===== config.mk =====
export PLATFORM = sky130hd
export DESIGN_NAME = dcache_ctrl_flat
export DESIGN_NICKNAME = d
export VERILOG_FILES = /design/src/rtl/dcache_pkg.sv /design/src/rtl/dcache_if.sv /design/src/rtl/dcache_array.sv /design/src/rtl/dcache_ctrl.sv /design/src/flat_wrapper.sv
export SDC_FILE = /design/constraint.sdc
export NUM_CORES = 2
export LEC_CHECK = 0
export BUFFER_PORTS_ARGS = -buffer_cell sky130_fd_sc_hd__buf_2
export CAP_MARGIN = 30
export CORE_ASPECT_RATIO = 1.1
export CORE_UTILIZATION = 30
export CTS_CLUSTER_SIZE = 28
export DETAILED_ROUTE_END_ITERATION = 10
export PLACE_DENSITY = 0.54
export SYNTH_ARGS = -nofsm -noshare
export SYNTH_HDL_FRONTEND = slang
export SYNTH_HIERARCHICAL = 1
export SYNTH_SLANG_ARGS = --single-unit

===== constraint.sdc =====
create_clock -name clk_i -period 7.45 [get_ports clk_i]
set_clock_uncertainty 0.05 [all_clocks]
set_input_delay 1.49 -clock clk_i [delete_from_list [all_inputs] [get_ports clk_i]]
set_output_delay 1.49 -clock clk_i [all_outputs]
set_load 0.05 [all_outputs]

===== src/rtl/dcache_pkg.sv =====
// Shared geometry defaults, FSM state encoding and address-field helpers for the data cache.
// Field helpers return 32-bit values; callers truncate to their own field widths.
package dcache_pkg;

  localparam int DC_INDEX_W  = 4;
  localparam int DC_OFFSET_W = 2;
  localparam int DC_ADDR_W   = 32;

  localparam logic [1:0] IDLE   = 2'd0;
  localparam logic [1:0] REFILL = 2'd1;
  localparam logic [1:0] WRITE  = 2'd2;
  localparam logic [1:0] DONE   = 2'd3;

  function automatic logic [31:0] addr_tag(input logic [31:0] addr, input int index_w,
                                           input int offset_w);
    return addr >> (index_w + offset_w + 2);
  endfunction

  function automatic logic [31:0] addr_index(input logic [31:0] addr, input int index_w,
                                             input int offset_w);
    return (addr >> (offset_w + 2)) & ((32'd1 << index_w) - 32'd1);
  endfunction

  function automatic logic [31:0] addr_offset(input logic [31:0] addr, input int offset_w);
    return (addr >> 2) & ((32'd1 << offset_w) - 32'd1);
  endfunction

endpackage


===== src/rtl/dcache_if.sv =====
// CPU-side and memory-side signal bundle of the data cache.
// master = pipeline/memory environment, slave = the cache controller.
interface dcache_if import dcache_pkg::*; #(
  parameter int ADDR_W = DC_ADDR_W
);
  logic              cpu_read;
  logic [3:0]        cpu_write;
  logic [ADDR_W-1:0] cpu_addr;
  logic [31:0]       cpu_wdata;
  logic [31:0]       cpu_rdata;
  logic              data_ready;
  logic              mem_req;
  logic              mem_we;
  logic [ADDR_W-1:0] mem_addr;
  logic [31:0]       mem_wdata;
  logic [3:0]        mem_wstrb;
  logic              mem_ack;
  logic [31:0]       mem_rdata;

  modport master (
    output cpu_read, cpu_write, cpu_addr, cpu_wdata, mem_ack, mem_rdata,
    input  cpu_rdata, data_ready, mem_req, mem_we, mem_addr, mem_wdata, mem_wstrb
  );

  modport slave (
    input  cpu_read, cpu_write, cpu_addr, cpu_wdata, mem_ack, mem_rdata,
    output cpu_rdata, data_ready, mem_req, mem_we, mem_addr, mem_wdata, mem_wstrb
  );
endinterface


===== src/rtl/dcache_array.sv =====
// Valid bits, tag RAM and data RAM of the direct-mapped cache; the only storage in the block.
// Asynchronous read, synchronous byte-enabled write; valid-clear beats tag-set on the same line.
module dcache_array import dcache_pkg::*; #(
  parameter int INDEX_W  = DC_INDEX_W,
  parameter int OFFSET_W = DC_OFFSET_W,
  parameter int TAG_W    = DC_ADDR_W - DC_INDEX_W - DC_OFFSET_W - 2
) (
  input  logic                clk_i,
  input  logic                rst_ni,
  input  logic [INDEX_W-1:0]  rd_index_i,
  input  logic [OFFSET_W-1:0] rd_offset_i,
  output logic                rd_valid_o,
  output logic [TAG_W-1:0]    rd_tag_o,
  output logic [31:0]         rd_data_o,
  input  logic [INDEX_W-1:0]  wr_index_i,
  input  logic                wr_en_i,
  input  logic [OFFSET_W-1:0] wr_offset_i,
  input  logic [3:0]          wr_be_i,
  input  logic [31:0]         wr_data_i,
  input  logic                tag_set_i,
  input  logic [TAG_W-1:0]    wr_tag_i,
  input  logic                valid_clr_i
);
  localparam int LINES = 1 << INDEX_W;
  localparam int WORDS = 1 << OFFSET_W;

  logic [LINES-1:0]  valid_q;
  logic [TAG_W-1:0]  tag_q  [LINES];
  logic [31:0]       data_q [LINES*WORDS];

  logic [INDEX_W+OFFSET_W-1:0] rd_ptr;
  logic [INDEX_W+OFFSET_W-1:0] wr_ptr;

  assign rd_ptr     = {rd_index_i, rd_offset_i};
  assign wr_ptr     = {wr_index_i, wr_offset_i};
  assign rd_valid_o = valid_q[rd_index_i];
  assign rd_tag_o   = tag_q[rd_index_i];
  assign rd_data_o  = data_q[rd_ptr];

  always_ff @(posedge clk_i or negedge rst_ni) begin
    if (!rst_ni) begin
      valid_q <= '0;
    end else if (valid_clr_i) begin
      valid_q[wr_index_i] <= 1'b0;
    end else if (tag_set_i) begin
      valid_q[wr_index_i] <= 1'b1;
    end
  end

  always_ff @(posedge clk_i) begin
    if (tag_set_i) begin
      tag_q[wr_index_i] <= wr_tag_i;
    end
  end

  always_ff @(posedge clk_i) begin
    if (wr_en_i) begin
      for (int b = 0; b < 4; b++) begin
        if (wr_be_i[b]) begin
          data_q[wr_ptr][8*b +: 8] <= wr_data_i[8*b +: 8];
        end
      end
    end
  end

endmodule


===== src/rtl/dcache_ctrl.sv =====
// Direct-mapped, write-through, no-write-allocate D-cache controller; hits answer in the request
// cycle, misses refill over single-beat req/ack. DCACHE_STATS_EN adds hit/miss counter outputs.
module dcache_ctrl import dcache_pkg::*; #(
  parameter int INDEX_W  = DC_INDEX_W,
  parameter int OFFSET_W = DC_OFFSET_W,
  parameter int ADDR_W   = DC_ADDR_W
) (
  input  logic        clk_i,
  input  logic        rst_ni,
  dcache_if.slave     bus
`ifdef DCACHE_STATS_EN
  ,
  output logic [31:0] hit_cnt_o,
  output logic [31:0] miss_cnt_o
`endif
);
  localparam int TAG_W = ADDR_W - INDEX_W - OFFSET_W - 2;

  logic [1:0]          state_q, state_d;
  logic [OFFSET_W-1:0] beat_q, beat_nxt;
  logic [31:0]         rdata_q;
  logic                mem_req_q, mem_we_q;
  logic [ADDR_W-1:0]   mem_addr_q;
  logic [31:0]         mem_wdata_q;
  logic [3:0]          mem_wstrb_q;

  logic [TAG_W-1:0]    req_tag;
  logic [INDEX_W-1:0]  req_idx;
  logic [OFFSET_W-1:0] req_off;
  logic                is_wr, hit, last_beat;
  logic                arr_valid;
  logic [TAG_W-1:0]    arr_tag;
  logic [31:0]         arr_data;

  logic                data_ready, lookup_hit, miss_start;
  logic                arr_wr_en, arr_tag_set, arr_valid_clr;
  logic [OFFSET_W-1:0] arr_wr_off;
  logic [3:0]          arr_be;
  logic [31:0]         arr_wdata;

  assign req_tag   = TAG_W'(addr_tag(32'(bus.cpu_addr), INDEX_W, OFFSET_W));
  assign req_idx   = INDEX_W'(addr_index(32'(bus.cpu_addr), INDEX_W, OFFSET_W));
  assign req_off   = OFFSET_W'(addr_offset(32'(bus.cpu_addr), OFFSET_W));
  assign is_wr     = |bus.cpu_write;
  assign hit       = arr_valid && (arr_tag == req_tag);
  assign last_beat = (beat_q == {OFFSET_W{1'b1}});
  assign beat_nxt  = beat_q + OFFSET_W'(1);

  dcache_array #(
    .INDEX_W  (INDEX_W),
    .OFFSET_W (OFFSET_W),
    .TAG_W    (TAG_W)
  ) u_array (
    .clk_i       (clk_i),
    .rst_ni      (rst_ni),
    .rd_index_i  (req_idx),
    .rd_offset_i (req_off),
    .rd_valid_o  (arr_valid),
    .rd_tag_o    (arr_tag),
    .rd_data_o   (arr_data),
    .wr_index_i  (req_idx),
    .wr_en_i     (arr_wr_en),
    .wr_offset_i (arr_wr_off),
    .wr_be_i     (arr_be),
    .wr_data_i   (arr_wdata),
    .tag_set_i   (arr_tag_set),
    .wr_tag_i    (req_tag),
    .valid_clr_i (arr_valid_clr)
  );

  always_ff @(posedge clk_i or negedge rst_ni) begin
    if (!rst_ni) begin
      state_q <= IDLE;
    end else begin
      state_q <= state_d;
    end
  end

  always_comb begin
    state_d = state_q;
    case (state_q)
      IDLE: begin
        if (is_wr) begin
          state_d = WRITE;
        end else if (bus.cpu_read && !hit) begin
          state_d = REFILL;
        end
      end
      REFILL:  if (bus.mem_ack && last_beat) state_d = DONE;
      WRITE:   if (bus.mem_ack) state_d = DONE;
      DONE:    state_d = IDLE;
      default: state_d = IDLE;
    endcase
  end

  always_comb begin
    data_ready    = 1'b0;
    lookup_hit    = 1'b0;
    miss_start    = 1'b0;
    arr_wr_en     = 1'b0;
    arr_wr_off    = req_off;
    arr_be        = 4'h0;
    arr_wdata     = bus.cpu_wdata;
    arr_tag_set   = 1'b0;
    arr_valid_clr = 1'b0;
    case (state_q)
      IDLE: begin
        if (!is_wr && bus.cpu_read) begin
          if (hit) begin
            data_ready = 1'b1;
            lookup_hit = 1'b1;
          end else begin
            miss_start    = 1'b1;
            arr_valid_clr = 1'b1;
          end
        end
      end
      REFILL: begin
        if (bus.mem_ack) begin
          arr_wr_en   = 1'b1;
          arr_wr_off  = beat_q;
          arr_be      = 4'hF;
          arr_wdata   = bus.mem_rdata;
          arr_tag_set = last_beat;
        end
      end
      WRITE: begin
        // Strobe-masked write only merges into a resident line; misses are not allocated.
        if (bus.mem_ack && hit) begin
          arr_wr_en = 1'b1;
          arr_be    = bus.cpu_write;
        end
      end
      DONE:    data_ready = 1'b1;
      default: ;
    endcase
  end

  always_ff @(posedge clk_i or negedge rst_ni) begin
    if (!rst_ni) begin
      beat_q      <= '0;
      rdata_q     <= '0;
      mem_req_q   <= 1'b0;
      mem_we_q    <= 1'b0;
      mem_addr_q  <= '0;
      mem_wdata_q <= '0;
      mem_wstrb_q <= '0;
    end else begin
      case (state_q)
        IDLE: begin
          if (is_wr) begin
            mem_req_q   <= 1'b1;
            mem_we_q    <= 1'b1;
            mem_addr_q  <= {bus.cpu_addr[ADDR_W-1:2], 2'b00};
            mem_wdata_q <= bus.cpu_wdata;
            mem_wstrb_q <= bus.cpu_write;
          end else if (miss_start) begin
            mem_req_q  <= 1'b1;
            mem_we_q   <= 1'b0;
            beat_q     <= '0;
            mem_addr_q <= {req_tag, req_idx, {OFFSET_W{1'b0}}, 2'b00};
          end
        end
        REFILL: begin
          if (bus.mem_ack) begin
            beat_q <= beat_nxt;
            if (beat_q == req_off) begin
              rdata_q <= bus.mem_rdata;
            end
            if (last_beat) begin
              mem_req_q <= 1'b0;
            end else begin
              mem_addr_q <= {req_tag, req_idx, beat_nxt, 2'b00};
            end
          end
        end
        WRITE: begin
          if (bus.mem_ack) begin
            mem_req_q <= 1'b0;
            mem_we_q  <= 1'b0;
          end
        end
        default: ;
      endcase
    end
  end

  assign bus.data_ready = data_ready;
  assign bus.cpu_rdata  = lookup_hit ? arr_data : rdata_q;
  assign bus.mem_req    = mem_req_q;
  assign bus.mem_we     = mem_we_q;
  assign bus.mem_addr   = mem_addr_q;
  assign bus.mem_wdata  = mem_wdata_q;
  assign bus.mem_wstrb  = mem_wstrb_q;

`ifdef DCACHE_STATS_EN
  logic [31:0] hit_cnt_q, miss_cnt_q;

  always_ff @(posedge clk_i or negedge rst_ni) begin
    if (!rst_ni) begin
      hit_cnt_q  <= '0;
      miss_cnt_q <= '0;
    end else begin
      if (lookup_hit) hit_cnt_q  <= hit_cnt_q + 32'd1;
      if (miss_start) miss_cnt_q <= miss_cnt_q + 32'd1;
    end
  end

  assign hit_cnt_o  = hit_cnt_q;
  assign miss_cnt_o = miss_cnt_q;
`endif

endmodule


===== src/flat_wrapper.sv =====
// flat-port wrapper written by rule: the top's interface ports become plain ports
module dcache_ctrl_flat import dcache_pkg::*;
#(
  parameter int INDEX_W  = DC_INDEX_W,
  parameter int OFFSET_W = DC_OFFSET_W,
  parameter int ADDR_W   = DC_ADDR_W
)
  (clk_i, rst_ni, bus_cpu_read, bus_cpu_write, bus_cpu_addr, bus_cpu_wdata, bus_mem_ack, bus_mem_rdata, bus_cpu_rdata, bus_data_ready, bus_mem_req, bus_mem_we, bus_mem_addr, bus_mem_wdata, bus_mem_wstrb);
  dcache_if #(.ADDR_W(ADDR_W)) bus_i ();
  input  logic clk_i;
  input  logic rst_ni;
  input wire logic [$bits(bus_i.cpu_read)-1:0] bus_cpu_read;
  input wire logic [$bits(bus_i.cpu_write)-1:0] bus_cpu_write;
  input wire logic [$bits(bus_i.cpu_addr)-1:0] bus_cpu_addr;
  input wire logic [$bits(bus_i.cpu_wdata)-1:0] bus_cpu_wdata;
  input wire logic [$bits(bus_i.mem_ack)-1:0] bus_mem_ack;
  input wire logic [$bits(bus_i.mem_rdata)-1:0] bus_mem_rdata;
  output wire logic [$bits(bus_i.cpu_rdata)-1:0] bus_cpu_rdata;
  output wire logic [$bits(bus_i.data_ready)-1:0] bus_data_ready;
  output wire logic [$bits(bus_i.mem_req)-1:0] bus_mem_req;
  output wire logic [$bits(bus_i.mem_we)-1:0] bus_mem_we;
  output wire logic [$bits(bus_i.mem_addr)-1:0] bus_mem_addr;
  output wire logic [$bits(bus_i.mem_wdata)-1:0] bus_mem_wdata;
  output wire logic [$bits(bus_i.mem_wstrb)-1:0] bus_mem_wstrb;
  assign bus_i.cpu_read = bus_cpu_read;
  assign bus_i.cpu_write = bus_cpu_write;
  assign bus_i.cpu_addr = bus_cpu_addr;
  assign bus_i.cpu_wdata = bus_cpu_wdata;
  assign bus_i.mem_ack = bus_mem_ack;
  assign bus_i.mem_rdata = bus_mem_rdata;
  assign bus_cpu_rdata = bus_i.cpu_rdata;
  assign bus_data_ready = bus_i.data_ready;
  assign bus_mem_req = bus_i.mem_req;
  assign bus_mem_we = bus_i.mem_we;
  assign bus_mem_addr = bus_i.mem_addr;
  assign bus_mem_wdata = bus_i.mem_wdata;
  assign bus_mem_wstrb = bus_i.mem_wstrb;
  dcache_ctrl #(.INDEX_W(INDEX_W), .OFFSET_W(OFFSET_W), .ADDR_W(ADDR_W)) u_core (.clk_i(clk_i), .rst_ni(rst_ni), .bus(bus_i));
endmodule

Yosys cells after proc, flatten, opt, wreduce, memory -nomap -nowiden
Memory sizes are Yosys's and may differ from the RTL's.
Index checks and enable logic that the tools add are counted.
{"block": "totals", "reg_bits": 122, "mem_bits_rw": 2432, "in_bits": 104, "out_inout_bits": 103, "word_cells": 116, "memories": 2}
{"block": "classes", "n_addsub": 1, "order_cmp": 2, "n_eq_ne": 15, "muxes": 63, "bitwise_logic": 3, "n_reduce_logical": 21}
{"name": "u_core.u_array.data_q", "depth": 64, "word_bits": 32, "rd": 1, "rd_ports_with_merged_regs": 0, "write_ports": 1, "line": "dcache_array.sv:29", "text": "logic [31:0] data_q [LINES*WORDS];"}
{"name": "u_core.u_array.tag_q", "depth": 16, "word_bits": 24, "rd": 1, "rd_ports_with_merged_regs": 0, "write_ports": 1, "line": "dcache_array.sv:28", "text": "logic [TAG_W-1:0] tag_q [LINES];"}
{"operator": "$mux W32", "n": 7}
{"operator": "$pmux W32 S2", "n": 1}
{"operator": "$mux W1", "n": 33}
{"operator": "$mux W16", "n": 2}
{"operator": "$eq A24 B24 Y1", "n": 1}
{"operator": "$mux W2", "n": 9}
{"operator": "$and A16 B16 Y16", "n": 1}
{"operator": "$not A16 Y16", "n": 1}
{"operator": "$or A16 B16 Y16", "n": 1}
{"operator": "$reduce_and A3 Y1", "n": 3}
{"operator": "$mux W4", "n": 2}
{"operator": "$ne A2 B2 Y1 const B", "n": 4}
{"operator": "$pmux W2 S4", "n": 1}
{"operator": "$pmux W4 S2", "n": 1}
{"operator": "$reduce_and A4 Y1", "n": 2}
{"operator": "$eq A2 B2 Y1 const B", "n": 3}
{"operator": "$logic_and A1 B1 Y1", "n": 6}
{"operator": "$ne A2 B1 Y1 const B", "n": 3}
{"operator": "$ne A3 B1 Y1 const B", "n": 2}
{"operator": "$pmux W1 S2", "n": 3}
{"operator": "$reduce_bool A2 Y1", "n": 3}
{"operator": "$lt A4 B5 Y1 const B", "n": 1}
{"operator": "$reduce_and A5 Y1", "n": 1}
{"operator": "$bmux W1 S4", "n": 1}
{"operator": "12 further kinds", "n": 13}

Logic depth before layout (Yosys ltp)
{"block": "depth", "word_depth": 9, "depth_mapped": 15, "depth_no_buf": 11}

Hierarchy
The synthesis kept the hierarchy.
{"mod": "dcache_array", "n_inst": 1, "cells_each": 4146, "area_per_inst_um2": 93602.3, "seq_area_each_um2": 73430.4}
{"mod": "dcache_ctrl", "n_inst": 1, "cells_each": 401, "area_per_inst_um2": 5456.5, "seq_area_each_um2": 2602.5}

Least setup slack after synthesis
No wires, ideal clock.
{"block": "synth_path", "kind": "input to output", "start": "input bus_cpu_addr[4]", "end": "output bus_data_ready", "arrival_time_ns": 5.138, "required_time_ns": 5.910, "path_slack_ns": 0.772, "path_stages": 11, "path_buffers": 3, "path_cell_list": "buf_2 buf_1 mux4_2 mux4_2 xnor2_1 nand4_1 or4_4 nor3_4 buf_2 nor2_1 nor2_1"}
{"block": "synth_between", "elab_chain_len": 6, "word_cells_on_any_way": 8, "cone_classes": "1 x eq/ne; 5 x mux; 1 x reduce/logical; 1 x memory"}
{"item": "start, declared", "line": "flat_wrapper.sv:14", "text": "input wire logic [$bits(bus_i.cpu_addr)-1:0] bus_cpu_addr;"}
{"item": "$mem_v2 Z16 W24"}
{"item": "named net u_core.arr_tag[14]", "line": "dcache_ctrl.sv:32", "text": "logic [TAG_W-1:0] arr_tag;"}
{"item": "$eq A24 B24 Y1", "line": "dcache_ctrl.sv:45", "text": "assign hit = arr_valid && (arr_tag == req_tag);"}
{"item": "$logic_and A1 B1 Y1", "line": "dcache_ctrl.sv:45"}
{"item": "$mux W1", "line": "dcache_ctrl.sv:109", "text": "if (hit) begin"}
{"item": "$mux W1", "line": "dcache_ctrl.sv:108", "text": "if (!is_wr && bus.cpu_read) begin"}
{"item": "$pmux W1 S2", "line": "dcache_ctrl.sv:106", "text": "case (state_q)"}
{"item": "end, declared", "line": "flat_wrapper.sv:19", "text": "output wire logic [$bits(bus_i.data_ready)-1:0] bus_data_ready;"}
The timed path passes the listed nets, and every way through them passes these cells. The select of a mux whose other input is x is not followed.

Final worst setup path
{"block": "layout_path", "start": "input bus_cpu_addr[4]", "end": "output bus_cpu_rdata[7]"}
{"block": "layout_between", "elab_chain_len": 7, "word_cells_on_any_way": 10, "cone_classes": "1 x eq/ne; 6 x mux; 1 x reduce/logical; 2 x memory"}
{"item": "$mem_v2 Z16 W24"}
{"item": "named net u_core.arr_tag[6]", "line": "dcache_ctrl.sv:32"}
{"item": "$eq A24 B24 Y1", "line": "dcache_ctrl.sv:45"}
{"item": "$logic_and A1 B1 Y1", "line": "dcache_ctrl.sv:45"}
{"item": "$mux W1", "line": "dcache_ctrl.sv:109"}
{"item": "$mux W1", "line": "dcache_ctrl.sv:108"}
{"item": "$mux W1", "line": "dcache_ctrl.sv:106"}
{"item": "$mux W32", "line": "dcache_ctrl.sv:189", "text": "assign bus.cpu_rdata = lookup_hit ? arr_data : rdata_q;"}
{"item": "end, declared", "line": "flat_wrapper.sv:18", "text": "output wire logic [$bits(bus_i.cpu_rdata)-1:0] bus_cpu_rdata;"}
The timed path passes the listed nets, and every way through them passes these cells. The select of a mux whose other input is x is not followed.

==> impl_metrics.json <==
{
  "crit_type": "input port to primary output",
  "p_int_uw": 24840,
  "drtPass1Iterations": 5,
  "clkSinkCount": 2552,
  "synth.most_common_cell": "edfxtp_1",
  "port_buffers": 202,
  "initial_core_util_pct": 30.24,
  "min_path_type": "flip-flop to flip-flop",
  "dp_cells": 9355,
  "place_congestion": 0.7872,
  "tightest_slew_ps": 1122,
  "drt_iter0_markers": 5222,
  "yosys.area_share.simple_pct": 2.199,
  "maxCapViolCount": 0,
  "cts_buffers": 242,
  "vdd_drop_max_uv": 194.2,
  "ys_seq_area_share_pct": 76.76,
  "report.final.setup_viol": 0,
  "reg2reg_depth": 16,
  "synth_top_family_by_area": "multiplexers",
  "nets": 5381,
  "pwr-share-seq_pct": 49.9,
  "r2r_end": "u_core/u_array/data_q[51][3]",
  "synth_area_leaders": "edfxtp_1 74%, mux4_2 14%, dfrtp_1 3.0%",
  "cpMostUsedCell": "mux4_2",
  "crit_path_end_kind": "primary output",
  "syn_avg_cell_area_um2": 21.79,
  "yosysTopAreaCell": "edfxtp_1",
  "syn_inst": 4547,
  "via_per_inst": 5.051,
  "final_antenna_net_count": 0,
  "max_freq_mhz": 141.1,
  "yosysTopAreaCellShare_pct": 73.72,
  "synth-edff-count": 2432,
  "drt_wl_total_mm": 271.1,
  "synthAdderAreaFrac_pct": 0.08842,
  "rsz0062_at_grt": "no",
  "ys_warn_count": 6,
  "grt_overflow": 0,
  "drive_above_1_share_pct": 35.23,
  "crit_chain": "buf_8 > buf_4 > mux4_2 > mux4_2 > xnor2_1 > nand4_1 > or4_4 > nor3_4 > buf_12 > mux2_1 > buf_2",
  "crit_arrival_ps": 5550,
  "leakage_uw": 0.03754,
  "pre_cts_slack_ps": 206.2,
  "postCtsSetupBuffers": 0,
  "p_comb_share_pct": 12.6,
  "grt_max_degree": 106,
  "ys_types": 59,
  "hp-start": "u_core/bus.mem_wstrb[3]",
  "fillers": 30260,
  "startpoint_type": "input port",
  "synthArstFlopShare_pct": 4.702,
  "muxShareOfSynthArea_pct": 16.75,
  "post_cts_resized": 0,
  "worstHoldPathCells": 1,
  "synth_seq_cells": 2552,
  "tns_ps": 0,
  "die_h_um": 604.7,
  "die-width_um": 549.9,
  "required_ps": 5910,
  "powerDensity_nw_per_um2": 284.4,
  "layoutNonFillerInstCount": 9805,
  "min_period_ps": 7089,
  "slowest_delay_ps": 670,
  "die_area_um2": 332500,
  "hpwlAfterDp_mm": 170.5,
  "finalWorstSetupSlack_ps": 361.4,
  "std_cell_rows": 220,
  "grt_use_total_pct": 16.04,
  "syn2layout_area_growth_pct": 17.95,
  "relSlewSlack_pct": 24.95,
  "r2r-start": "u_core/u_array/tag_q[15][16]",
  "grt_pass1_vias": 50830,
  "clk_latency_ps": 890,
  "slew_viol_final": 0,
  "synth-xor-area-share_pct": 0.2299,
  "clkPwrFrac_pct": 37.5,
  "switchingPower_uw": 8383,
  "clock-root-buffer": "clkbuf_16",
  "finalHoldViolCount": 0,
  "grt_pass1_wl_mm": 383.4,
  "netlist_area_um2": 99060,
  "cp_max_fo": 43,
  "ctsHoldBuffers": 0,
  "r2r_setup_slack_ps": 2120,
  "io_pins": 207,
  "path_clk_slew_ps": 60,
  "drcViolationCount": 0,
  "drt-wirelength-per-cell_um": 27.65,
  "core_area_um2": 327600,
  "outcome": "complete, no violations",
  "cts_tree": "done",
  "cp_slowest_cell": "or4_4",
  "cts_max_path_buffers": 4,
  "fin_crit_sh_pct": 95.15,
  "whs_endpoint": "u_core/bus.mem_wstrb[3]",
  "synth_commonest_cells": "2432 x edfxtp_1, 637 x mux4_2, 322 x nor2_1",
  "switching_share_pct": 25.23,
  "synth_ff_type": "edfxtp_1",
  "antenna_found_initial": 13,
  "vias": 49530,
  "htreeDepth": 4,
  "synth_compound_area_share_pct": 2.670
}
-- state kept, by name, summed over array words and instances (netlist names), named ones only --
signal,flops
u_core/u_array/tag_q,384
u_core/rdata_q,32
u_core/state_q,2
u_core/bus.mem_wstrb,4
u_core/bus.mem_we,1
u_core/beat_q,2
u_core/bus.mem_addr,30
u_core/u_array/data_q,2048
u_core/bus.mem_req,1
u_core/bus.mem_wdata,32
-- cell families (layout without fill, tap and decap cells) --
kind of cell / Yosys count / count (layout)
buffers and inverters: 272 / 1197
xor gates and xnor gates: 26 / 26
AOI/OAI and AO/OA: 343 / 343
muxes: 830 / 830
and+or+nand+nor: 516 / 516
other: 1 / 5
DFF: 2552 / 2552
adders and majority gates: 7 / 7
-- worst max-delay path, delay by kind of cell --
kind / cells / cell delay, ps
AND/OR/NAND/NOR: 3 / 980
buffers and inverters: 4 / 1160
XOR/XNOR: 1 / 280
multiplexers: 3 / 1380
-- layer usage --
| layer | vias up | wire length (um) | global-route usage, % |
|---|---|---|---|
| li1 | 20550 | - | - |
| met1 | 26870 | 110800 | 20.99 |
| met2 | 1735 | 136400 | 27.59 |
| met3 | 371 | 16850 | 2.562 |
| met4 | 6 | 7000 | 4.340 |
| met5 | - | 34 | 0 |
-- how the worst max path moves through the flow --
stage / startpoint / endpoint / slack, ps
5_1_grt: bus_cpu_addr[4] / bus_cpu_rdata[9] / 190
3_3_place_gp: bus_cpu_addr[4] / u_core/u_array/data_q[3][2] / 190
6_report: bus_cpu_addr[4] / bus_cpu_rdata[7] / 360
3_5_place_dp: bus_cpu_addr[4] / u_core/u_array/data_q[51][0] / 210
2_1_floorplan: bus_cpu_addr[4] / bus_data_ready / 770
4_1_cts: bus_cpu_addr[4] / bus_cpu_rdata[19] / 240
-- cell type report --
| class | count | area, um2 | share of cell area [%] |
|---|---|---|---|
| clock inverters | 139 | 1435 | 1.228 |
| inverters | 7 | 26.28 | 0.02249 |
| clock buffers | 308 | 6469 | 5.536 |
| flip-flops and latches | 2552 | 76030 | 65.07 |
| multi-input cells | 1724 | 21920 | 18.76 |
| well taps | 4329 | 5416 | 4.636 |
| diodes | 3 | 7.507 | 0.006425 |
| repair buffers | 743 | 5530 | 4.733 |
-- layout by cell type, fill, tap and decap left out, types with 30 or more instances in the layout --
master / n
clkbuf_1: 55
clkinv_2: 45
buf_12: 30
mux2_2: 128
edfxtp_1: 2432
clkinv_1: 48
clkbuf_16: 248
mux2i_1: 34
bufinv_16: 30
o221ai_1: 53
o22ai_1: 30
dfrtp_1: 120
nand2_1: 113
buf_4: 510
a21oi_1: 53
mux4_2: 637
buf_2: 195
mux2_4: 30
a22oi_1: 92
nor2_1: 304
a221oi_1: 55
-- power groups by stage --
stage | Sequential [uW] | Clock [uW] | Combinational, uW
6_report | 16600 | 12500 | 4190
5_1_grt | 16600 | 13200 | 4400
3_5_place_dp | 16900 | 0 | 4230
4_1_cts | 16600 | 12700 | 4240
3_3_place_gp | 16900 | 0 | 4150
2_1_floorplan | 17500 | 0 | 2110
-- stage by stage --
step | utilization [%] | area, um2 | hold slack [ps] | total power, uW
floorplan | - | 99060 | 415.0 | 19630
global placement | 33.22 | 108800 | 426.6 | 21020
detailed placement | 33.25 | 108900 | 430.6 | 21120
CTS | 35.67 | 116800 | 450.3 | 33550
global route | 35.67 | 116800 | 462.1 | 34210
finish | 35.67 | 116800 | 447.6 | 33230
Note: power is estimated with default switching activity, not from simulation.
